### config.mk
export PLATFORM = sky130hd
export DESIGN_NAME = tdm_demux4_rx
export DESIGN_NICKNAME = d
export VERILOG_FILES = /design/src/rtl/tdm_demux4_rx.sv
export SDC_FILE = /design/constraint.sdc
export NUM_CORES = 1
export LEC_CHECK = 0
export ABC_AREA = 1
export CORE_ASPECT_RATIO = 0.75
export CORE_MARGIN = 5
export CORE_UTILIZATION = 50
export CTS_BUF_LIST = sky130_fd_sc_hd__clkbuf_4 sky130_fd_sc_hd__clkbuf_8
export CTS_CLUSTER_SIZE = 12
export DETAILED_ROUTE_END_ITERATION = 10
export GPL_TIMING_DRIVEN = 0
export PLACE_DENSITY = 0.9
export SYNTH_ARGS = -nofsm -noshare
export SYNTH_HDL_FRONTEND = slang
export SYNTH_SLANG_ARGS = --single-unit
### constraint.sdc
create_clock -name clk -period 1.5 [get_ports clk]
set_input_delay 0.3 -clock clk [delete_from_list [all_inputs] [get_ports clk]]
set_output_delay 0.3 -clock clk [all_outputs]
set_load 0.05 [all_outputs]
### src/rtl/tdm_demux4_rx.sv
// Receive side of a 4-slot TDM serial link: deserialises MSB-first slots
// into four parallel channel registers, framed by frame_sync.
module tdm_demux4_rx #(
  parameter int unsigned W = 4
) (
  input  logic         clk,
  input  logic         rst,
  input  logic         g,
  input  logic         bit_en,
  input  logic         din,
  input  logic         frame_sync,
  output logic [W-1:0] ch0,
  output logic [W-1:0] ch1,
  output logic [W-1:0] ch2,
  output logic [W-1:0] ch3,
  output logic [3:0]   ch_valid,
  output logic         frame_done,
  output logic         sync_err
);

  localparam int unsigned CNT_W = $clog2(W);
  localparam logic [CNT_W-1:0] LAST_BIT = CNT_W'(W - 1);

  typedef enum logic {
    IDLE = 1'b0,
    RECV = 1'b1
  } state_t;

  state_t           state_q, state_d;
  logic [CNT_W-1:0] bit_cnt_q, bit_cnt_d;
  logic [1:0]       slot_q, slot_d;
  logic [W-1:0]     shreg_q, shreg_d;
  logic [W-1:0]     ch_q [4];
  logic [W-1:0]     ch_d [4];
  logic [3:0]       valid_d;
  logic             done_d;
  logic             err_d;
  logic [W-1:0]     word;

  // Word formed by shifting the current bit into the slot register
  assign word = {shreg_q[W-2:0], din};

  assign ch0 = ch_q[0];
  assign ch1 = ch_q[1];
  assign ch2 = ch_q[2];
  assign ch3 = ch_q[3];

  // Next-state and next-output logic; pulses default low, everything else holds
  always_comb begin
    state_d   = state_q;
    bit_cnt_d = bit_cnt_q;
    slot_d    = slot_q;
    shreg_d   = shreg_q;
    ch_d      = ch_q;
    valid_d   = 4'b0000;
    done_d    = 1'b0;
    err_d     = 1'b0;
    if (bit_en) begin
      case (state_q)
        IDLE: begin
          if (frame_sync) begin
            state_d   = RECV;
            shreg_d   = word;
            bit_cnt_d = CNT_W'(1);
            slot_d    = 2'd0;
          end
        end
        RECV: begin
          if (frame_sync) begin
            // Early sync: drop the partial slot and restart at bit 0 of slot 0
            err_d     = 1'b1;
            shreg_d   = {{(W-1){1'b0}}, din};
            bit_cnt_d = CNT_W'(1);
            slot_d    = 2'd0;
          end else begin
            shreg_d = word;
            if (bit_cnt_q == LAST_BIT) begin
              ch_d[slot_q]    = word;
              valid_d[slot_q] = 1'b1;
              bit_cnt_d       = '0;
              if (slot_q == 2'd3) begin
                done_d  = 1'b1;
                slot_d  = 2'd0;
                state_d = IDLE;
              end else begin
                slot_d = slot_q + 2'd1;
              end
            end else begin
              bit_cnt_d = bit_cnt_q + CNT_W'(1);
            end
          end
        end
        default: state_d = IDLE;
      endcase
    end
  end

  // State and output registers; rst or the active-low enable being high clears all
  always_ff @(posedge clk) begin
    if (rst || g) begin
      state_q    <= IDLE;
      bit_cnt_q  <= '0;
      slot_q     <= 2'd0;
      shreg_q    <= '0;
      ch_q[0]    <= '0;
      ch_q[1]    <= '0;
      ch_q[2]    <= '0;
      ch_q[3]    <= '0;
      ch_valid   <= 4'b0000;
      frame_done <= 1'b0;
      sync_err   <= 1'b0;
    end else begin
      state_q    <= state_d;
      bit_cnt_q  <= bit_cnt_d;
      slot_q     <= slot_d;
      shreg_q    <= shreg_d;
      ch_q       <= ch_d;
      ch_valid   <= valid_d;
      frame_done <= done_d;
      sync_err   <= err_d;
    end
  end

endmodule

# Word level (Yosys, flattened, before mapping)
# Cells that the tools add are included.
[totals]
in_bits = 6
elab_cells = 57
output_inout_bits = 22
ff_bits = 30
[op_classes]
order_cmp = 4
bitwise_logic = 5
addsub = 2
eq_ne = 4
reduce_logical = 8
n_mux = 23
[ops]
columns = ["op", "n"]
rows = [
  ["$bwmux W16", 1],
  ["$mux W2", 7],
  ["$demux W4 S2", 1],
  ["$pmux W2 S2", 2],
  ["$mux W1", 6],
  ["$mux W3", 2],
  ["$pmux W3 S2", 1],
  ["$reduce_or A5 Y1", 1],
  ["$add A2 B1 Y2 const B", 2],
  ["$eq A2 B2 Y1 const B", 2],
  ["$mux W4", 1],
  ["$not A1 Y1", 4],
  ["$reduce_and A4 Y1", 1],
  ["$ge A3 B3 Y1 const B", 1],
  ["$lt A2 B3 Y1 const B", 1],
  ["$lt A3 B1 Y1 const B", 1],
  ["$ne A3 B2 Y1 const B", 1],
  ["$not A2 Y3", 1],
  ["$reduce_and A3 Y1", 1],
  ["$reduce_or A3 Y1", 1],
  ["$demux W1 S2", 1],
  ["$ge A2 B1 Y1 const B", 1],
  ["$logic_and A1 B1 Y1", 2],
  ["$ne A2 B2 Y1 const B", 1],
  ["other kinds (3)", 3],
]

# Depth between registers and ports, before layout
# Gate-level depths: netlist of the first run.
[depth]
ltp_word = 6
ltp_mapped = 7
depth_no_buf = 7

# Least setup slack after synthesis of the first run
# OpenSTA, ideal clock, no wires.
[synth_path]
path_type = "flip-flop to output port"
startpoint = "register ch_valid[3]"
endpoint = "output ch_valid[3]"
setup_slack_ns = 0.306
required_ns = 1.200
n_path_buf = 1
arrival_ns = 0.894
stages_incl_launch_ff = 2
cell_sequence = "dfxtp_1 buf_4"
[synth_rtl]
columns = ["item", "line_no", "rtl"]
rows = [
  ["from (decl)", "16", "output logic [3:0] ch_valid,"],
  ["from (signal assigned)", "118", "ch_valid <= valid_d;"],
]
# No word-level cell between the ends.

# Worst setup path after layout of the first run
[layout_path]
startpoint = "register ch_q (netlist bit ch2[0])"
endpoint = "output ch2[0]"
[layout_rtl]
columns = ["item", "line_no", "rtl"]
rows = [
  ["from (decl)", "33", "logic [W-1:0] ch_q [4];"],
  ["from (signal assigned)", "117", "ch_q <= ch_d;"],
  ["to (decl)", "14", "output logic [W-1:0] ch2,"],
]
# No word-level cell between the ends.

==> run metrics, run 1 <==
H-Tree Depth 2; combinational power share 5.3%; die area 3790 um2; Detailed Route Iter0 Violations 45; Slew headroom 67.8%; startpoint class of the critical path flop; ANT nets after route 0; io pins 28; core area around 2600 um2; Routability Congestion 0.879; GR Overflow Total 0; #FFs+latches synth 29; CP peak stage delay 0.50 ns; Pwr Density 821 nW/um2; maximum clock frequency 687 MHz; Die H between 50 and 60 um; DR DRC count 0; Clock Path Buffers 2; Worst Setup Slack, final 0.0454 ns; Starting Density roughly half; first-pass GRT wire length 4270 um; Mapped Cells 183; Critical-path top delay cell clkdlybuf4s15_1; Final setup viols 0; internal power 1.04 mW; DP Wirelength 1920 um; number of synthesis warnings 0; Routed Wire Length 2540 um; Reg area 581 um2; CTS Sinks 29; synthesized cell area around 1300 um2; WP data arrival 1.15 ns; pre-CTS WS -0.118 ns; Multi-input gate area 556 um2; share of layout cells above drive strength 1 17.0%; CTS tree built; sequential share of power between 50 and 60%; Hold Slack between 0.4 and 0.5 ns; R2R Path Start bit_cnt_q[0]$_SDFFE_PP0P_; Mean Syn Cell Area between 7 and 8 um2; initial antenna violation count 0; Antenna Diode Count 0; router iterations before antenna repair 4; vias in the first global route 990; Hold Path Class flop to flop; Hold Startpoint bit_cnt_q[1]$_SDFFE_PP0P_; placed instance count roughly 250; Vias 1136; Hold Fails Final Rpt 0; register area share after synthesis a little over two fifths; commonest cells after routing, fill and taps aside 38 x nand2_1, 34 x inv_1, 29 x dfxtp_1, 26 x nor2_1, 20 x nand3_1; Post-Layout Cell Count 254; Switching Share 22.3%; Setup crit start ch2[0]$_SDFFE_PP0P_; crit-path cells clkdlybuf4s15_1; CTS root buf clkbuf_4; clock-pin slew on the worst setup and hold paths approximately 0.080 ns; Synth Net Count about 190; Final min period about 1.5 ns; CP max FO 2; vias per cell 4.47; area grow syn2layout 23.3%; FP Rows 16; Resize count post-CTS 37; Fill cells approximately 240; Setup Skew between 0.005 and 0.006 ns; Worst VDD drop around 0.54 mV; largest net degree at the start of global routing 11; RSZ-0062 raised after global routing no; Port Buffers 27; Slew Limit Fails 0; Bufs and invs on worst path 1; maxcap violations 0; setup tns final 0 ns; Final period util 97.0%; commonest non-fill, non-tap cell in the layout nand2_1; Crit. End Element primary output; clock share of power between 30% and 40%; GR Util All Layers between 10% and 20%; status finished, final reports clean; library cells used by synthesis 21; Nets approximately 230; NetSw 0.298 mW; critical path class flop to primary output; CP delay by family, top buffers and inverters; Pleak 0.712 nW; drt wl/cell between 9 and 10 um; measured slew at the worst slew-check pin 0.486 ns; CTS Buf Count 5; Chip Width 69.4 um; Clock Latency Late Sink 0.33 ns; Worst Path Required approximately 1.2 ns; postcts setup bufs 0; Hold-fix buffers, CTS 0
## power by group through the flow
stage                     sequential [mW]  combinational [mW]  clock, mW
after floorplan                     0.795              0.0438          0
after global placement              0.795              0.0700          0
after detailed placement            0.795              0.0713          0
after CTS                           0.777              0.0712      0.509
after global routing                0.778              0.0812      0.538
final                               0.777              0.0716      0.491
## worst paths after layout
| path | end | slack [ns] | cells past startpoint |
|---|---|---|---|
| max | ch2[0] | 0.05 | 1 |
| min | bit_cnt_q[1]$_SDFFE_PP0P_ | 0.47 | 2 |
| max reg2reg | ch1[3]$_SDFFE_PP0P_ | 0.26 | 7 |
| min reg2reg | bit_cnt_q[1]$_SDFFE_PP0P_ | 0.47 | 2 |
## cell usage after synthesis, drive strengths merged
| cell | number | area [um2] |
|---|---|---|
| o21ai | 4 | 23.8 |
| nand2 | 40 | 160 |
| nor3 | 1 | 5.00 |
| inv | 35 | 131 |
| nor2 | 28 | 113 |
| a21oi | 10 | 50.1 |
| dfxtp | 29 | 581 |
| nand3 | 23 | 130 |
| buf | 6 | 55.1 |
| ha | 5 | 62.6 |
| clkinv | 1 | 3.75 |
| xor2 | 1 | 8.76 |
## stage by stage
step	power (mW)	util [%]	area (um2)
after global routing	1.40	63.2	1630
final	1.34	63.2	1630
after global placement	0.865	63.5	1640
after CTS	1.36	65.4	1690
after floorplan	0.839	-	1320
after detailed placement	0.866	63.5	1640
## cell type report
type | count | area share [%]
inverters | 36 | 8.28
flip-flops and latches | 29 | 35.6
plain buffers | 6 | 3.37
well taps | 36 | 2.76
clock buffers | 8 | 3.68
multi-input cells | 112 | 34.0
repair buffers | 27 | 12.3
## layer usage
layer  share of wire (%)  global-route usage, %  vias to the layer above
li1                    -                      -                      623
met1                  50                   18.3                      480
met4                 2.7                   7.79                        0
met2                  41                   22.2                       27
met3                 7.1                   7.52                        6
met5                   0                      0                        -
## worst min-delay path: cells and delay by family (launching register included)
family / cells / cell delay [ns]
AOI/OAI and AO/OA: 1 / 0.05
DFF: 1 / 0.32
and+or+nand+nor: 1 / 0.06
## kinds of logic (layout without fill, tap and decap cells)
family | Yosys count | in the layout | share of synthesized area, %
simple gates | 92 | 92 | 30.8
flops | 29 | 29 | 43.9
buf+inv | 42 | 77 | 14.4
xor+xnor | 1 | 1 | 0.662
compound gates | 14 | 14 | 5.58
fa+ha+maj | 5 | 5 | 4.73
## sequential cells by signal, summed over array words and instances (netlist names)
signal	count
ch3	4
bit_cnt_q	2
ch_valid	4
ch1	4
ch0	4
state_q	1
sync_err	1
shreg_q	3
slot_q	2
ch2	4
Power figures use the tool's default switching activity.
==> run 2, diff against run 1 <==
Settings changed: SKIP_LAST_GASP from default to 1.
==> run 2 against run 1 <==
  * Sequential share of layout area is 0.055 points higher
  * First-iteration DRC count stayed put
  * Worst hold slack stayed put
  * Register-to-register slack hardly changed
  * Count of clock-buffer cells in the layout stayed put
  * Clock skew stayed put
  * Cell count stayed put
  * Clock power hardly changed
  * Die area stayed put
  * Non-clock buffer count stayed put
  * Sequential power hardly changed
  * Core utilization is 0.097 points lower
  * Largest cell class unchanged
  * Largest power group unchanged
==> run metrics, run 2 (synthesis gave the netlist of run 1 again) <==
largest net degree at the start of global routing 11; DP Area ~1600 um2; first-pass GRT wire length 4260 um; maximum clock frequency 687 MHz; CP peak stage delay 0.50 ns; met3 Track Usage GR 7.34%; Switching Share approximately 22%; die area about 3800 um2; GR Util All Layers 15.0%; Slew headroom 67.8%; GR peak layer met2; commonest cells after routing, fill and taps aside 38 x nand2_1, 34 x inv_1, 29 x dfxtp_1, 26 x nor2_1, 20 x nand3_1; internal power 1.04 mW; CP max FO 2; DR DRC count 0; final instance area 1630 um2; share of layout cells above drive strength 1 between 10% and 20%; CTS Sinks 29; status finished, final reports clean; clock-pin slew on the worst setup and hold paths 0.08 ns; drt wl/cell 10.0 um; Final period util 97.0%; sequential share of power ~58%; CP delay by family, top buffers and inverters; maxcap violations 0; io pins 28; Hold Fails Final Rpt 0; CTS root buf clkbuf_4; worst reg2reg setup slack 0.26 ns; Slew Limit Fails 0; H-Tree Depth 2; core area 2580 um2; Worst VDD drop 0.545 mV; Nets between 200 and 250; area grow syn2layout 23.1%; placed instance count 246; Setup crit start ch2[0]$_SDFFE_PP0P_; postcts setup bufs 0; commonest non-fill, non-tap cell in the layout nand2_1; M2 GR Usage between 20% and 30%; Vias 1136; Pwr Density between 800 and 900 nW/um2; measured slew at the worst slew-check pin 0.486 ns; crit-path cells clkdlybuf4s15_1; startpoint class of the critical path flop; Clock Latency Late Sink 0.33 ns; vias in the first global route 987; Hold Startpoint bit_cnt_q[1]$_SDFFE_PP0P_; pre-CTS WS -0.118 ns; grt met1 use 18.3%; Hold Path Class flop to flop; Starting Density 51.3%; Critical-path top delay cell clkdlybuf4s15_1; FP Rows 16; Final min period 1.45 ns; clock share of power 36.6%; Clock Path Buffers 2; initial antenna violation count 0; Routability Congestion 0.879; ANT nets after route 0; combinational power share 5.3%; Setup Skew 0.00596 ns; Worst Path Required 1.20 ns; Die H 54.6 um; Pleak 0.712 nW; Routed Wire Length 2540 um; Bufs and invs on worst path 1; Detailed Route Iter0 Violations 45; Antenna Diode Count 0; critical path class flop to primary output; Crit. End Element primary output; GR Overflow Total 0; R2R Path Start bit_cnt_q[0]$_SDFFE_PP0P_; RSZ-0062 raised after global routing no; Chip Width between 60 and 70 um; router iterations before antenna repair 4; DP Wirelength 1920 um; CTS Buf Count 5; Port Buffers 27; Worst Setup Slack, final between 0.04 and 0.05 ns; Pwr Total 1.34 mW; WP data arrival 1.15 ns; Fill cells 243; Final setup viols 0; CTS tree built; vias per cell approximately 4.5; NetSw 0.298 mW; Post-Layout Cell Count 254
-- run 2: cell count changes in the layout (fill, tap and decap cells not counted), sizes merged --
cell    previous run  this run
clkbuf            21        22
buf                7         6
-- run 2: cell type report --
class / count / area, um2 / share of cell area (%)
Multi-Input combinational cell: 112 / 556 / 34.1
Clock buffer: 8 / 60.1 / 3.69
Timing Repair Buffer: 27 / 198 / 12.1
Tap cell: 36 / 45.0 / 2.76
Sequential cell: 29 / 581 / 35.6
Buffer: 6 / 55.1 / 3.38
Inverter: 36 / 135 / 8.29
-- run 2: path summary, 6_finish.rpt --
| kind | endpoint | cells after the start |
|---|---|---|
| worst max register to register | ch1[3]$_SDFFE_PP0P_ | 7 |
| worst min-delay path | bit_cnt_q[1]$_SDFFE_PP0P_ | 2 |
| worst min register to register | bit_cnt_q[1]$_SDFFE_PP0P_ | 2 |
| worst max-delay path | ch2[0] | 1 |
-- run 2: metal layers --
metal  vias up  share of wire (%)
met5         -                  0
met4         0                2.7
met3         6                7.1
met2        27                 40
met1       480                 50
li1        623                  -
-- run 2: repair_timing --
item / in CTS / in global routing
hold buffers: 0 / 0
resized for setup: 36 / 21
setup endpoints to repair: 22 / 19
-- run 2: power by group through the flow --
stage	registers (mW)	logic, mW	clock network, mW
final	0.777	0.0716	0.491
after global routing	0.778	0.0812	0.538
after CTS	0.777	0.0712	0.509
after detailed placement	0.795	0.0713	0
after global placement	0.795	0.0700	0
after floorplan	0.795	0.0438	0
-- run 2: worst register-to-register path: cells and delay by family (launching register included) --
family / cells / cell delay (ns)
adders and majority gates: 1 / 0.19
buffers and inverters: 2 / 0.11
DFF: 1 / 0.36
and+or+nand+nor: 4 / 0.53
-- run 2: per-stage QoR --
step	TNS, ns	hold slack (ns)	util, %
detailed placement	-1.70	0.459	63.5
global route	0	0.487	63.1
global placement	-1.45	0.453	63.5
CTS	-0.0871	0.470	65.4
floorplan	0	0.443	-
finish	0	0.469	63.1
==> run 3, diff against run 2 <==
Settings changed: SLEW_MARGIN from default to 0.
==> results of run 3 <==
The final DEF is identical to that of run 2; final timing and power are the same.
